### config.mk
export PLATFORM = sky130hd
export DESIGN_NAME = instr_encoder_loader
export DESIGN_NICKNAME = d
export VERILOG_FILES = /design/src/rtl/instr_encoder_loader.sv
export SDC_FILE = /design/constraint.sdc
export NUM_CORES = 1
export LEC_CHECK = 0
export ABC_AREA = 1
export BUFFER_PORTS_ARGS = -buffer_cell sky130_fd_sc_hd__clkbuf_2
export CAP_MARGIN = 10
export CORE_MARGIN = 4
export CORE_UTILIZATION = 40
export DETAILED_ROUTE_END_ITERATION = 12
export SLEW_MARGIN = 20
export SYNTH_ARGS = -nofsm -noshare
export SYNTH_HDL_FRONTEND = slang
export SYNTH_SLANG_ARGS = --single-unit
### constraint.sdc
create_clock -name clk -period 4.2 [get_ports clk]
set_input_delay 0 -clock clk [delete_from_list [all_inputs] [get_ports clk]]
set_output_delay 0 -clock clk [all_outputs]
set_load 0.01 [all_outputs]
### src/rtl/instr_encoder_loader.sv
// rtl/instr_encoder_loader.sv - encodes mnemonic requests into NAND-CPU bytes and streams them into instruction memory
module instr_encoder_loader #(
  parameter int ADDR_W = 8,
  parameter int DEPTH  = 4
) (
  input  logic              clk,
  input  logic              rst,
  input  logic              start,
  input  logic              in_valid,
  output logic              in_ready,
  input  logic [3:0]        in_op,
  input  logic [5:0]        in_operand,
  output logic              mem_valid,
  input  logic              mem_ready,
  output logic [ADDR_W-1:0] mem_addr,
  output logic [7:0]        mem_data,
  output logic              busy,
  output logic              done,
  output logic              error,
  output logic [1:0]        err_code,
  output logic [ADDR_W:0]   instr_count
);

  localparam int PTR_W = $clog2(DEPTH);

  localparam logic [1:0] S_IDLE  = 2'd0;
  localparam logic [1:0] S_LOAD  = 2'd1;
  localparam logic [1:0] S_DONE  = 2'd2;
  localparam logic [1:0] S_ERROR = 2'd3;

  localparam logic [3:0] OP_LI  = 4'd9;
  localparam logic [3:0] OP_HLT = 4'd13;

  logic [1:0]       state;
  logic [7:0]       fifo_mem [DEPTH];
  logic [PTR_W-1:0] wr_ptr;
  logic [PTR_W-1:0] rd_ptr;
  logic [PTR_W:0]   fifo_cnt;
  logic             hlt_queued;

  logic             fifo_full;
  logic             fifo_empty;
  logic             accept;
  logic             push;
  logic             pop;
  logic             at_top;
  logic [7:0]       enc_byte;
  logic             enc_illegal;
  logic [3:0]       v;
  logic [1:0]       s;

  assign v = in_operand[3:0];
  assign s = in_operand[5:4];

  // Upper nibble follows the opcode map: ops 2..8 sit one below their index,
  // ops 10..13 two above; LI is the only form carrying the shift field.
  always_comb begin
    enc_byte    = 8'h00;
    enc_illegal = 1'b0;
    case (in_op)
      4'd0: begin
        enc_byte    = 8'h00;
        enc_illegal = (in_operand != 6'd0);
      end
      4'd1: begin
        enc_byte    = {4'h0, v};
        enc_illegal = (v == 4'd0);
      end
      4'd2, 4'd3, 4'd4, 4'd5, 4'd6, 4'd7, 4'd8:
        enc_byte = {in_op - 4'd1, v};
      4'd9:
        enc_byte = {2'b10, s, v};
      4'd10, 4'd11, 4'd12, 4'd13:
        enc_byte = {in_op + 4'd2, v};
      default:
        enc_illegal = 1'b1;
    endcase
    if (in_op != OP_LI && s != 2'd0) begin
      enc_illegal = 1'b1;
    end
  end

  assign fifo_full  = (fifo_cnt == (PTR_W+1)'(DEPTH));
  assign fifo_empty = (fifo_cnt == '0);

  assign in_ready  = (state == S_LOAD) && !fifo_full && !hlt_queued;
  assign mem_valid = (state == S_LOAD) && !fifo_empty;
  assign mem_data  = fifo_mem[rd_ptr];
  assign busy      = (state == S_LOAD);
  assign done      = (state == S_DONE);
  assign error     = (state == S_ERROR);

  assign accept = in_valid && in_ready;
  assign push   = accept && !enc_illegal;
  assign pop    = mem_valid && mem_ready;
  assign at_top = (mem_addr == {ADDR_W{1'b1}});

  always_ff @(posedge clk) begin
    if (!rst && push) begin
      fifo_mem[wr_ptr] <= enc_byte;
    end
  end

  always_ff @(posedge clk) begin
    if (rst) begin
      state       <= S_IDLE;
      wr_ptr      <= '0;
      rd_ptr      <= '0;
      fifo_cnt    <= '0;
      hlt_queued  <= 1'b0;
      mem_addr    <= '0;
      instr_count <= '0;
      err_code    <= 2'd0;
    end else begin
      case (state)
        S_LOAD: begin
          if (push) begin
            wr_ptr <= wr_ptr + PTR_W'(1);
            if (in_op == OP_HLT) begin
              hlt_queued <= 1'b1;
            end
          end
          if (pop) begin
            rd_ptr      <= rd_ptr + PTR_W'(1);
            instr_count <= instr_count + (ADDR_W+1)'(1);
            if (!at_top) begin
              mem_addr <= mem_addr + ADDR_W'(1);
            end
          end
          fifo_cnt <= fifo_cnt + (PTR_W+1)'(push) - (PTR_W+1)'(pop);

          if (accept && enc_illegal) begin
            state    <= S_ERROR;
            err_code <= 2'd1;
            wr_ptr   <= '0;
            rd_ptr   <= '0;
            fifo_cnt <= '0;
          end else if (pop && mem_data[7:4] == 4'hF) begin
            state <= S_DONE;
          end else if (pop && at_top) begin
            // Memory is full: abort rather than wrap over address 0.
            state    <= S_ERROR;
            err_code <= 2'd2;
            wr_ptr   <= '0;
            rd_ptr   <= '0;
            fifo_cnt <= '0;
          end
        end
        default: begin
          if (start) begin
            state       <= S_LOAD;
            wr_ptr      <= '0;
            rd_ptr      <= '0;
            fifo_cnt    <= '0;
            hlt_queued  <= 1'b0;
            mem_addr    <= '0;
            instr_count <= '0;
            err_code    <= 2'd0;
          end
        end
      endcase
    end
  end

endmodule
[Yosys cells after proc, flatten, opt, wreduce, memory -nomap -nowiden]
Memory sizes are Yosys's and may differ from the RTL's. A register that Yosys moved wholly into a read port is not among the register bits.
Cells that the tools add are included.
Operators by class
  add/sub/neg operators: 8
  multiply operators: 0
  div/mod/pow operators: 0
  $lt $le $gt $ge: 0
  equal/unequal tests: 27
  shifts and indexed selects: 0
  multiplexer cells: 43
  bitwise operators: 0
  reduce and logical (&&, ||, !) cells: 30
Operators by type and width (number)
  $mux W2: 22
  $mux W8: 4
  $pmux W8 S4: 1
  $eq A4 B4 Y1 const B: 7
  $mux W9: 3
  $eq A4 B3 Y1 const B: 4
  $mux W3: 5
  $reduce_or A12 Y1: 1
  $logic_and A1 B1 Y1: 11
  $add A9 B1 Y9 const B: 1
  $reduce_and A3 Y1: 3
  $add A8 B1 Y8 const B: 1
  $eq A4 B2 Y1 const B: 2
  $eq A8 B8 Y1 const B: 1
  $logic_not A4 Y1: 2
  $mux W1: 7
  $reduce_or A7 Y1: 1
  $ne A2 B1 Y1 const B: 3
  $reduce_bool A6 Y1: 1
  $logic_not A1 Y1: 5
  $add A2 B1 Y2 const B: 2
  $add A4 B2 Y4 const B: 1
  $eq A2 B2 Y1 const B: 2
  $eq A4 B1 Y1 const B: 1
  15 further kinds: 17
Word-level totals
  register bits: 29
  bits in latches: 0
  RAM bits: 32
  ROM bits: 0
  input port bits: 15
  memories kept: 1
Memory list
  fifo_mem: depth 4, bits a word 8, read ports 1, clocked after memory_dff 1, wr ports 1, RTL line 35  | logic [7:0] fifo_mem [DEPTH];

[Logic depth before layout (Yosys ltp)]
Gate-level depths: netlist of the first run.
  word-level depth: 12
  mapped depth: 20

[Worst setup path before layout of the first run]
No wires, ideal clock.
  path type: register to register
  start point: reg state[0]
  end point: reg fifo_cnt[2]
  library setup time: 117 ps
  arrival time: 2452 ps
  data required time: 4083 ps
  setup slack: 1630 ps
  stages on the path, launching flop included: 14
  path buffers: 0
  period minus slack after synthesis: 2570 ps
  path through: dfxtp_1 nand2_2 nor3_1 and2_2 nand2_1 ha_1 inv_1 ha_1 inv_1 fa_1 xor2_1 o21ai_0 a21oi_1 nor3_2
On the way
  longest elaborated chain between the ends: 11
RTL lines
  start, declared: RTL line 34  | logic [1:0] state;
  start signal, assigned: RTL line 106  | state <= S_IDLE;
  start signal, assigned: RTL line 133  | state <= S_ERROR;
  start signal, assigned: RTL line 139  | state <= S_DONE;
  $eq A2 B1 Y1 *: RTL line 86  | assign in_ready = (state == S_LOAD) && !fifo_full && !hlt_queued;
  $logic_and A1 B1 Y1 * (2 in a row): RTL line 86
  named net in_ready: RTL line 10  | output logic in_ready,
  $logic_and A1 B1 Y1 *: RTL line 93  | assign accept = in_valid && in_ready;
  $logic_and A1 B1 Y1: RTL line 94  | assign push = accept && !enc_illegal;
  $add A3 B1 Y3: RTL line 130  | fifo_cnt <= fifo_cnt + (PTR_W+1)'(push) - (PTR_W+1)'(pop);
  $sub A3 B1 Y3: RTL line 130
  $mux W3: RTL line 140  | end else if (pop && at_top) begin
  $mux W3: RTL line 138  | end else if (pop && mem_data[7:4] == 4'hF) begin
  $mux W3 *: RTL line 132  | if (accept && enc_illegal) begin
  $mux W3 *: RTL line 115  | case (state)
  end signal, assigned: RTL line 130
  end, declared: RTL line 38  | logic [PTR_W:0] fifo_cnt;
Mark *: on every way through the listed nets, which the timed path passes. The rest lies on a longest branch.
A chain may end at the register's enable or synchronous reset.

[Final worst setup path of the first run]
  start point: reg state[0]
  end point: reg fifo_cnt[2]
On the way
  longest elaborated chain between the ends: 11
RTL lines (RTL line)
  $eq A2 B1 Y1 *: 86, 87, 115
  $logic_and A1 B1 Y1 (2 in a row): 86
  $logic_and A1 B1 Y1: 93
  $logic_and A1 B1 Y1: 94
  $add A3 B1 Y3: 130
  $sub A3 B1 Y3: 130
  $mux W3: 140
  $mux W3: 138
  $mux W3: 132
  $mux W3: 115
Mark *: on every way between the ends. The rest lies on a longest branch, timed or not.

==> results of run 1 <==
[cell type report]
class	instances	area [um^2]	area share
inverter	52	213	0.0551
timing repair buffer	47	240	0.0622
clock buffer	9	124	0.0321
multi-input combinational	262	1480	0.382
sequential	63	1580	0.409
tap	105	131	0.0340
clock inverter	7	97.6	0.0253
[registers in the layout, indices dropped and copies added (netlist names), named ones only]
signal       count
fifo_mem        32
instr_count      9
mem_addr         8
fifo_cnt         3
err_code         2
rd_ptr           2
state            2
wr_ptr           2
hlt_queued       1
[final timing paths]
| path | from | end | slack (ns) | depth (start not counted) |
|---|---|---|---|---|
| setup / recovery | state[0] | fifo_cnt[2] | 1.59 | 13 |
| hold / removal | start | fifo_cnt[1] | 0.03 | 4 |
| setup reg to reg | state[0] | fifo_cnt[2] | 1.59 | 13 |
| hold reg to reg | err_code[1] | err_code[1] | 0.47 | 2 |
[per-layer routing]
metal,up-vias,routed length (um),track usage
met2,45,3180,0.227
li1,1354,-,-
met4,0,121,0.0567
met3,12,272,0.0245
met5,-,0,0
met1,1171,3060,0.184
[synth_stat cells, types with 2 or more instances]
master	n
nor2_1	50
inv_2	4
inv_1	45
nand4_1	2
o21ai_1	2
nand2_2	15
a21oi_1	23
nand3_4	3
nor3_2	3
nor2_2	2
edfxtp_1	32
a21oi_2	2
nand3_1	11
clkinv_4	2
or2_2	2
nand2_4	3
o22ai_1	4
nor3_1	8
xnor2_1	2
xor2_1	4
o21ai_0	21
buf_6	2
nand2_1	75
ha_1	17
a22oi_1	2
dfxtp_1	31
and3_1	3
[logic make-up after synthesis]
group,Yosys count
xor+xnor,6
buf+inv,58
simple gates,180
fa+ha+maj,18
compound gates,58
flops,63
[metrics by stage]
stage	instance area [um^2]	total power, W	util	instances	hold slack [ns]
finish	3860	0.00139	0.475	545	0.0313
global route	3860	0.00145	0.475	545	0.0325
CTS	3860	0.00140	0.475	545	0.00794
detailed placement	3630	0.000828	0.446	528	0.345
global placement	3630	0.000826	0.446	528	0.340
floorplan	3330	0.000783	-	383	0.216
[timing repair]
| item | in CTS | in global routing |
|---|---|---|
| hold buffers | 1 | 0 |
| setup endpoints to repair | 0 | 0 |
| hold endpoints to repair | 3 | 0 |
[worst max-delay path, stage by stage (launching register included)]
cell and delay (ns):
dfxtp_1 0.39, nand2_2 0.14, nor3_1 0.23, and2_2 0.23, nand2_1 0.12, ha_1 0.29
inv_1 0.06, ha_1 0.13, inv_1 0.05, fa_1 0.38, xor2_1 0.17, o21ai_0 0.09
a21oi_1 0.15, nor3_2 0.06
[report_power, final]
group | switching, W | total, W | internal [W] | leakage, nW
sequential | 0.00000637 | 0.000664 | 0.000658 | 0.542
clock | 0.000236 | 0.000571 | 0.000335 | 0.107
combinational | 0.000101 | 0.000150 | 0.0000486 | 1.01
total | 0.000344 | 0.00139 | 0.00104 | 1.66
==> results by stage, run 1 <==
Status:
- The run finished with clean final reports.

Die:
- The width of the chip is 99.2 um.
- The total die area is 9840 um^2.
- The area of the core is 8130 um^2.
- 47 I/O pins were placed.
- Measured along the y axis, the die boundary spans 99.2 um.
- For this configuration, the core starts out at a cell density of 0.409.
- After floorplanning, the core was divided into 33 placement rows.

Final layout:
- The net total in the final layout is 468.
- Leaving out fill and tap cells, the most frequent cell in the layout is nand2_1.
- Of the cells placed in the final design, the portion with a size suffix greater than 1 is 0.232.
- Fill cells in the final layout number 781.
- Leaving out fill and tap cells, the most frequent cells in the layout are nand2_1, nor2_1, clkbuf_2, inv_1, edfxtp_1.
- The number of antenna diodes in the final layout is 0.
- From synthesis to final layout, the design area changed by 16.1%.

Logic synthesis:
- The xor/xnor cell area share of the yosys netlist is 0.0158.
- The combined area of all synthesized cells is 3330 um^2.
- The complex-gate fraction of the synthesized area came to 0.100.
- By area, the combinational part of the netlist is dominated by simple AND/OR/NAND/NOR gates.
- The main flop type after synthesis is edfxtp_1.
- Synthesis produced 383 cells.
- The fraction of synthesized area in multiplexers is 0.
- The count of flip-flops with a built-in enable after synthesis is 32.
- Counting every net in the synthesized netlist gives 416.
- The number of flip-flops and latches in the synthesized netlist is 63.
- In the post-synthesis netlist, the biggest area contributors are edfxtp_1, dfxtp_1, nand2_1.
- Of the synthesized area, sequential elements account for 0.475.
- The proportion of register bits with asynchronous set or reset after synthesis is 0.
- Of the post-synthesis cell area, the dominant cell type holds 0.289.
- The average instance in the mapped netlist occupies 8.69 um^2.
- The leading area contributor after synthesis is edfxtp_1.
- The count of yosys warnings during synthesis is 0.
- Counting distinct cell types in the post-synthesis netlist gives 40.
- The fraction of the mapped netlist area in simple logic gates is 0.258.
- Of the total synthesized cell area, the portion taken by full adders, half adders and majority gates is 0.0699.

Routing:
- Once detail routing completed, the nets flagged for antenna violations numbered 0.
- Across all layers, the routed design uses 2582 vias.
- The first-pass iteration count of the detailed router is 4.
- The DRC violation count after routing is 0.
- The count of routing violations after the opening detailed-route iteration is 93.
- After detailed routing, the number of vias per cell comes to 4.74.
- The final routed wire length divided by cell count is 12.2 um.
- The routed design has 6.63 mm of wire.

CTS:
- The H-tree level count is 3.
- The clock passes through at most 2 buffers.
- The clock root buffer is clkbuf_8.
- Clock-pin slew was measured on the worst setup and hold paths at 0.07 ns.
- The CTS tree is done.
- The number of setup buffers added after CTS is 0.
- After clock tree synthesis, the repair step resized 0 gates.
- Counting the buffers created by CTS gives 9.
- The sink count of the clock tree is 63.
- The insertion delay of the later-clocked pin in the worst-skew pair is 0.34 ns.

Power and ir drop:
- The cell area power density is 359 nW/um^2.
- Summed over all cells, the static leakage comes to 1.66 nW.
- IR analysis of the VDD net gives a maximum drop of 0.000132 V.

Placement:
- The congestion estimate from routability-driven global placement came to 0.890.
- Prior to clock tree synthesis, the placed netlist has a worst setup slack of 1.41 ns.
- The number of input and output port buffers inserted is 46.
- The HPWL after detailed placement is 5.02 mm.

STA:
- Once routing completed, OpenROAD measured the worst setup slack at 1.59 ns.
- Clock skew on the completed layout was measured at 0.00817 ns.
- Of the available clock period, the critical path in the final layout requires 0.621.
- At the pin with the least slew margin, the transition time is 0.776 ns.
- Setup repair after global routing left no endpoint under its margin.
- The worst pin sits at a relative slew slack of 0.481.
- For this run, the top clock speed supported by timing is 384 MHz.
- The total count of max-transition violations in the final report came to 0.
- The final hold violation count is 0.
- The final period demand of the worst path is 2.61 ns.
- After routing, the total negative slack on setup checks comes to 0 ns.
- The total setup violations reported at the end of the flow is 0.

Setup path:
- Along the worst path, the maximum fanout reaches 5.
- STA puts the critical path data required time at 4.42 ns.
- STA classifies the critical path endpoint as a flip-flop.
- The data arrival time of the critical path is 2.83 ns.
- The critical path in this run is classified as flip-flop to flip-flop.
- The startpoint type of the worst setup path is a flip-flop.

Global route:
- The number of antenna violations at the first check in global routing is 0.
- The global-route usage over all layers is 0.139.
- The wire length of the first global-routing pass is 11.0 mm.
- The number of global-route vias before repair is 2354.
- The maximum number of pins on one net before global-route repair is 19.
- The sum of overflow across all layers after global routing is 0.

Worst hold path:
- The type of the tightest min-delay check is primary input to flip-flop.

Run:
- Across the run, the number of max-cap violations was 0.
(Power assumes the default switching activity.)
==> inputs of run 2 (changes only) <==
- clock period: 4.2 -> 2.14 ns (I/O delays scaled with it)
==> run 2 against run 1 <==
Against the previous run: the flow now finishes with violations (setup timing); die area stayed put; wire length rose by 5.8%; clock-buffer cell count unchanged; sequential share of layout area shrank 3.5 points; register-to-register slack got worse by 1.6 ns; via count increased by 6.1%; clock power up 77%; utilization rose by 4.7 points; global-route usage up 0.95 points; sequential cell count did not move; hold slack lost 0.0010 ns; first-iteration DRC count down 2.2%; critical path type unchanged.
==> results by stage, run 2 (synthesis results as in run 1) <==
Status:
- The flow ran to the end, but the final reports show violations.
- The checks that failed: setup timing.

STA:
- The worst setup slack after layout is -0.0158 ns.
- The total count of max-transition violations in the final report is 0.
- The final-layout worst hold slack is 0.0303 ns.
- Setup violations remaining at the end of the flow were counted as 1.
- For this run, the top clock speed supported by timing is 464 MHz.
- The portion of the clock cycle consumed by the worst path in the final layout is 1.01.
- Clock skew on the completed layout was measured at 0.0113 ns.
- Headroom to the max-slew limit came out at 0.632.
- The final hold violation count is 0.
- Counting I/O delays and the setup requirement, the final critical path takes 2.16 ns.
- At the pin with the least slew margin, the transition time is 0.546 ns.
- Setup repair after global routing could not meet its margin everywhere.

Final layout:
- Fill cells in the final layout number 773.
- The commonest non-fill, non-tap cell in the layout is nand2_1.
- The flip-flop count of the largest register, all copies and words added is 32.
- In the layout the commonest cells are nand2_1, nor2_1, clkbuf_2, inv_1, buf_4.
- For this run, the share of the core covered by cells in the final layout is 0.522.
- For this run, the number of standard cells in the final layout without fillers is 583.
- After the last flow step, the layout net total stands at 506.
- 0 antenna diodes ended up in the layout.
- The fraction of layout cells with a size suffix above 1 is 0.343.
- The relative area change from synthesis to final layout is 27.5%.
- The top register by number of flip-flops is fifo_mem.
- The summed area of non-filler cells in the final layout is 4240 um^2.
- The largest registers in the layout are fifo_mem (32), instr_count (9), mem_addr (8).

CTS:
- The clock-pin slew of the registers on the worst-case setup and hold paths is 0.08 ns.
- The insertion delay of the later-clocked pin in the worst-skew pair is 0.33 ns.
- The CTS tree is done.
- The clock root buffer is clkbuf_8.
- The clock tree buffer depth is 2.
- Counting the buffers created by CTS gives 9.
- The H-tree level count is 3.
- The sink count of the clock tree is 63.

Setup path:
- In this run the worst path has a maximum fanout of 2.
- The category of the worst setup path capture point is a flip-flop.
- The critical path is of the flip-flop to flip-flop type.
- The launch point of the worst path is fifo_cnt[2].
- The source of the worst register-to-register timing path is fifo_cnt[2].
- Data on the critical path is required at its endpoint by 2.40 ns.
- The data arrival time of the critical path is 2.42 ns.
- The startpoint type of the worst setup path is a flip-flop.

Routing:
- The routed layout has 2740 vias.
- The count of nets left with antenna violations once routing finished came out at 0.
- The routed design has 7.01 mm of wire.
- The count of routing violations after the opening detailed-route iteration is 91.
- After detailed routing, the number of vias per cell comes to 4.70.
- For this run, design rule violations remaining after detail routing come to 0.
- The first-pass iteration count of the detailed router is 4.
- Dividing the detail-routed wire length by the instance count gives 12.0 um.

Die:
- The die covers 9840 um^2.
- The vertical die dimension is 99.2 um.
- The area of the core is 8130 um^2.
- Measured along the x axis, the die boundary spans 99.2 um.
- For this design the top-level I/O count stands at 47.
- After floorplanning, the core was divided into 33 placement rows.
- For this configuration, the core starts out at a cell density of 0.409.

Placement:
- The instance area after placement is 3990 um^2.
- After detailed placement, the design holds a cell count of 564.
- The number of input and output port buffers inserted is 46.
- Routability-driven placement finished with a final weighted congestion of 0.780.
- The wire-length estimate of the detail-placed layout is 5.44 mm.

Global route:
- The number of global-route vias before repair is 2563.
- The first global-routing pass estimated 11.7 mm of wire.
- The number of antenna violations at the first check in global routing is 0.
- The sum of overflow across all layers after global routing is 0.
- The maximum number of pins on one net before global-route repair is 16.
- The global-route usage over all layers is 0.149.

Power and ir drop:
- Across the VDD grid, the largest voltage drop is 0.000327 V.
- The static leakage power is 1.84 nW.
- For this design the ratio of total power to cell area is 638 nW/um^2.

Worst hold path:
- The critical hold path startpoint is in_operand[3].
- The worst hold path belongs to the class primary input to flip-flop.

Run:
- The number of maximum-capacitance constraint violations is 0.
## run 2: timing repair
| item | 4_1_cts | 5_1_grt |
|---|---|---|
| setup buffers | 1 | 1 |
| pin swaps | 5 | 4 |
| endpoints found under the hold margin | 2 | 0 |
| hold buffers | 1 | 0 |
| endpoints found under the setup margin | 2 | 2 |
| resized for setup | 6 | 4 |
## run 2: critical path, stage by stage, from the launching register on
cell	delay (ns)
dfxtp_2	0.33
inv_2	0.07
nor3_4	0.04
nor3_4	0.18
and2_4	0.19
nand2_4	0.05
ha_4	0.26
inv_2	0.03
ha_4	0.14
inv_2	0.05
fa_2	0.43
nor2_1	0.11
nand2_1	0.07
a21oi_2	0.14
## run 2: worst paths after layout
kind	to	slack [ns]	depth (start not counted)
worst max-delay path	fifo_cnt[1]	-0.02	13
worst max register to register	fifo_cnt[1]	-0.02	13
worst min register to register	err_code[0]	0.48	2
worst min-delay path	fifo_mem[3][3]	0.03	3
## run 2: per-stage QoR
step / setup slack, ns / total power, W / TNS (ns)
2_1_floorplan: -0.133 / 0.00156 / -0.164
3_3_place_gp: -0.219 / 0.00170 / -0.353
3_5_place_dp: -0.323 / 0.00171 / -0.548
4_1_cts: -0.0593 / 0.00272 / -0.0593
5_1_grt: -0.118 / 0.00283 / -0.214
6_report: -0.0158 / 0.00271 / -0.0158
## run 2: cell type report
class / count / area [um^2] / area share
Sequential cell: 63 / 1590 / 0.374
Multi-Input combinational cell: 262 / 1590 / 0.374
Timing Repair Buffer: 85 / 526 / 0.124
Inverter: 52 / 216 / 0.0510
Tap cell: 105 / 131 / 0.0310
Clock buffer: 9 / 124 / 0.0292
Clock inverter: 7 / 73.8 / 0.0174
## run 2: per-layer routing
layer,up-vias,global-route usage,wire (um)
met5,-,0,0
met4,0,0.0504,53
met3,2,0.0316,263
met2,37,0.259,3560
met1,1278,0.183,3130
li1,1423,-,-
## run 2: power by group
| group | switching, W | total [W] | internal, W |
|---|---|---|---|
| registers | 0.0000115 | 0.00130 | 0.00129 |
| clock network | 0.000477 | 0.00101 | 0.000537 |
| logic | 0.000227 | 0.000389 | 0.000162 |
==> inputs of run 3 (changes only) <==
- ABC_AREA: 1 -> default
- CORE_MARGIN: 4 -> 2
- CORE_UTILIZATION: 40 -> 50
- PLACE_DENSITY: default -> 0.74
==> run 3 against run 2 <==
Against the previous run: the flow still finishes with violations (setup timing); utilization up 18 points; wire length down 2.4%; fmax down 8.8%.
==> results by stage, run 3 <==
Logic synthesis:
- The number of nets in the synthesized netlist is 309.
- The count of flip-flops with a built-in enable after synthesis is 32.
- The combined area of all synthesized cells is 3110 um^2.
- Ranked by total cell area, the synthesized netlist is headed by edfxtp_1, dfxtp_1, ha_1.
- The main flop type after synthesis is edfxtp_1.
- The leading area contributor after synthesis is edfxtp_1.
- A synthesized cell averages 11.3 um^2.
- The most instantiated library cell after synthesis is nor2_1.
- The proportion of register bits with asynchronous set or reset after synthesis is 0.
- Synthesis inferred 63 register bits.
- The sequential fraction of the synthesis area is 0.509.
- The gate count of the mapped netlist is 276.
- The top-area cell type share of the netlist area is 0.309.
- The synthesized netlist contains 56 unique library cells.
- The commonest cells after synthesis are nor2_1, edfxtp_1, dfxtp_1.
- The count of yosys warnings during synthesis is 0.

Global route:
- The number of global-route vias before repair is 2429.
- The sum of overflow across all layers after global routing is 0.
- For this run, the total global-route usage over all layers was measured as 0.204.
- The number of antenna violations at the first check in global routing is 0.
- The first global-routing pass estimated 11.3 mm of wire.
- The maximum number of pins on one net before global-route repair is 20.

STA:
- The maximum frequency from static timing analysis is 423 MHz.
- The portion of the clock cycle consumed by the worst path in the final layout is 1.10.
- The total setup violations reported at the end of the flow is 2.
- At the pin with the least slew margin, the transition time is 0.456 ns.
- The final hold violation count came to 0.
- The total count of max-transition violations in the final report is 0.
- Setup repair after global routing could not meet its margin everywhere.
- Clock skew on the completed layout was measured at 0.00832 ns.
- The routed design could run at a clock period as short as 2.36 ns.
- The worst-case headroom to the max-slew limit is 0.692.
- For the final routed database, the setup TNS stands at -0.413 ns.
- Across all setup checks in the final design, the least slack found is -0.225 ns.

Setup path:
- The category of the worst setup path capture point is a flip-flop.
- The critical path is of the flip-flop to flip-flop type.
- The worst path required time is 2.39 ns.
- The startpoint type of the worst setup path is a flip-flop.
- Of all nets on the critical path, the largest fanout is 2.
- At the worst endpoint, the arrival time is 2.62 ns.

Final layout:
- 0 antenna diodes ended up in the layout.
- The layout has 419 filler cells.
- The register with the most flip-flops in the layout has 32 of them.
- From synthesis to final layout, the design area changed by 33.9%.
- The net total in the final layout is 409.
- The library cell used most frequently in the layout, excluding fill and tap cells, is buf_4.
- The top register by number of flip-flops is fifo_mem.
- In the layout the commonest cells are buf_4, clkbuf_2, nor2_1, edfxtp_1, dfxtp_1.
- The largest registers in the layout are fifo_mem (32), instr_count (9), mem_addr (8).
- Of the cells placed in the final design, the portion with a size suffix greater than 1 is 0.409.

Run:
- The number of maximum-capacitance constraint violations is 0.

Placement:
- The number of input and output port buffers inserted is 46.
- The last weighted congestion value of the routability-driven placer is 0.824.
- Once detailed placement completed, the half-perimeter wirelength came to 4.96 mm.

Routing:
- The first-pass iteration count of the detailed router is 4.
- The post-detailed-routing wire length is 6.84 mm.
- After detailed routing, the average wire length per cell comes to 15.0 um.
- For this block, the initial DRC count from the detailed router was 119.
- Detailed routing inserted a total of 2481 vias.
- The average vias per placed instance is 5.44.
- The DRC violation count after routing is 0.
- The detail route stage leaves a number of antenna-violating nets equal to 0.

CTS:
- The clock root buffer is clkbuf_8.
- The H-tree level count is 3.
- After clock tree synthesis, the clock-pin slew on the worst setup and hold paths is 0.07 ns.
- The clock buffer count from CTS is 9.
- No sink is reached through more buffers than the 2 on the longest clock path.
- The insertion delay of the later-clocked pin in the worst-skew pair is 0.33 ns.
- Counting every sink on the clock net gives 63.
- The CTS tree is done.

Die:
- The region available for standard cell placement spans 5960 um^2.
- The width of the chip is 82.8 um.
- The floorplan step defined a die boundary enclosing 6860 um^2.
- The initial core utilization is 0.521.
- The vertical die dimension is 82.8 um.
- The number of standard-cell rows in the floorplan is 28.
- The top-level port count is 47.

Status:
- The final reports fail on setup timing.
- The flow ran to the end, but the final reports show violations.

Power and ir drop:
- In this run the static leakage power is 1.69 nW.
- Total power for the finished layout comes to 0.00321 W.
- The cell area power density is 772 nW/um^2.
- VDD sags by at most 0.000470 V.

Worst hold path:
- The type of the tightest min-delay check is primary input to flip-flop.
## run 3: path summary, 6_finish.rpt
| path | end | slack, ns | start | cells after the start |
|---|---|---|---|---|
| worst max-delay path | fifo_cnt[2] | -0.22 | fifo_cnt[2] | 12 |
| worst min-delay path | fifo_mem[0][2] | 0.06 | in_operand[2] | 2 |
| worst max register to register | fifo_cnt[2] | -0.22 | fifo_cnt[2] | 12 |
| worst min register to register | err_code[1] | 0.50 | err_code[1] | 2 |
## run 3: per-layer routing
layer | part of all wire | global-route usage | routed length [um] | vias up
met5 | 0 | 0 | 0 | -
met4 | 0.016 | 0.0611 | 107 | 0
met3 | 0.049 | 0.0487 | 337 | 12
met2 | 0.51 | 0.341 | 3520 | 67
met1 | 0.42 | 0.263 | 2880 | 1196
li1 | - | - | - | 1206
## run 3: worst max-delay path, stage by stage (launching register included)
cell      delay, ns
dfxtp_2        0.34
nor3b_4        0.16
nor4b_4        0.34
o221ai_4       0.17
ha_4           0.24
inv_2          0.06
ha_4           0.12
inv_2          0.03
fa_2           0.34
xnor2_2        0.15
nor2_1         0.11
nand2_1        0.06
a31oi_1        0.16
## run 3: timing repair
item | 4_1_cts | 5_1_grt
resized for setup | 6 | 24
setup endpoints to repair | 5 | 9
pin swaps | 5 | 8
hold buffers | 1 | 0
endpoints found under the hold margin | 1 | 0
buffers inserted | 0 | 4
## run 3: area by class of cell
class                      count  area, um^2  area share
clock buffer                   9         124      0.0298
clock inverter                 7         111      0.0268
inverter                      14        57.6      0.0138
multi-input combinational    192        1550       0.373
sequential                    63        1590       0.382
tap                           75        93.8      0.0226
timing repair buffer          96         633       0.152
## run 3: where the power goes
part	internal (W)	switching, W	total (W)
clock network	0.000765	0.000452	0.00122
logic	0.000311	0.000362	0.000672
registers	0.00130	0.0000173	0.00132
## run 3: metrics by stage
step	setup slack (ns)	instance area (um^2)	utilization	hold WS, ns	std cells
finish	-0.225	4160	0.698	0.0609	456
global route	-0.369	4160	0.698	0.0752	456
CTS	-0.279	4030	0.676	0.0495	452
detailed placement	-0.639	3760	0.631	0.330	435
global placement	-0.492	3760	0.631	0.321	435
floorplan	-0.433	3120	-	0.177	276
## run 3: cells by family (layout without fill, tap and decap cells)
kind of cell	count (synthesis)	in the layout	share of synthesized area
buf+inv	21	126	0.0298
xor+xnor	13	13	0.0367
compound gates	44	44	0.100
mux	9	9	0.0612
flops	63	63	0.509
fa+ha+maj	18	18	0.0749
simple gates	108	108	0.188
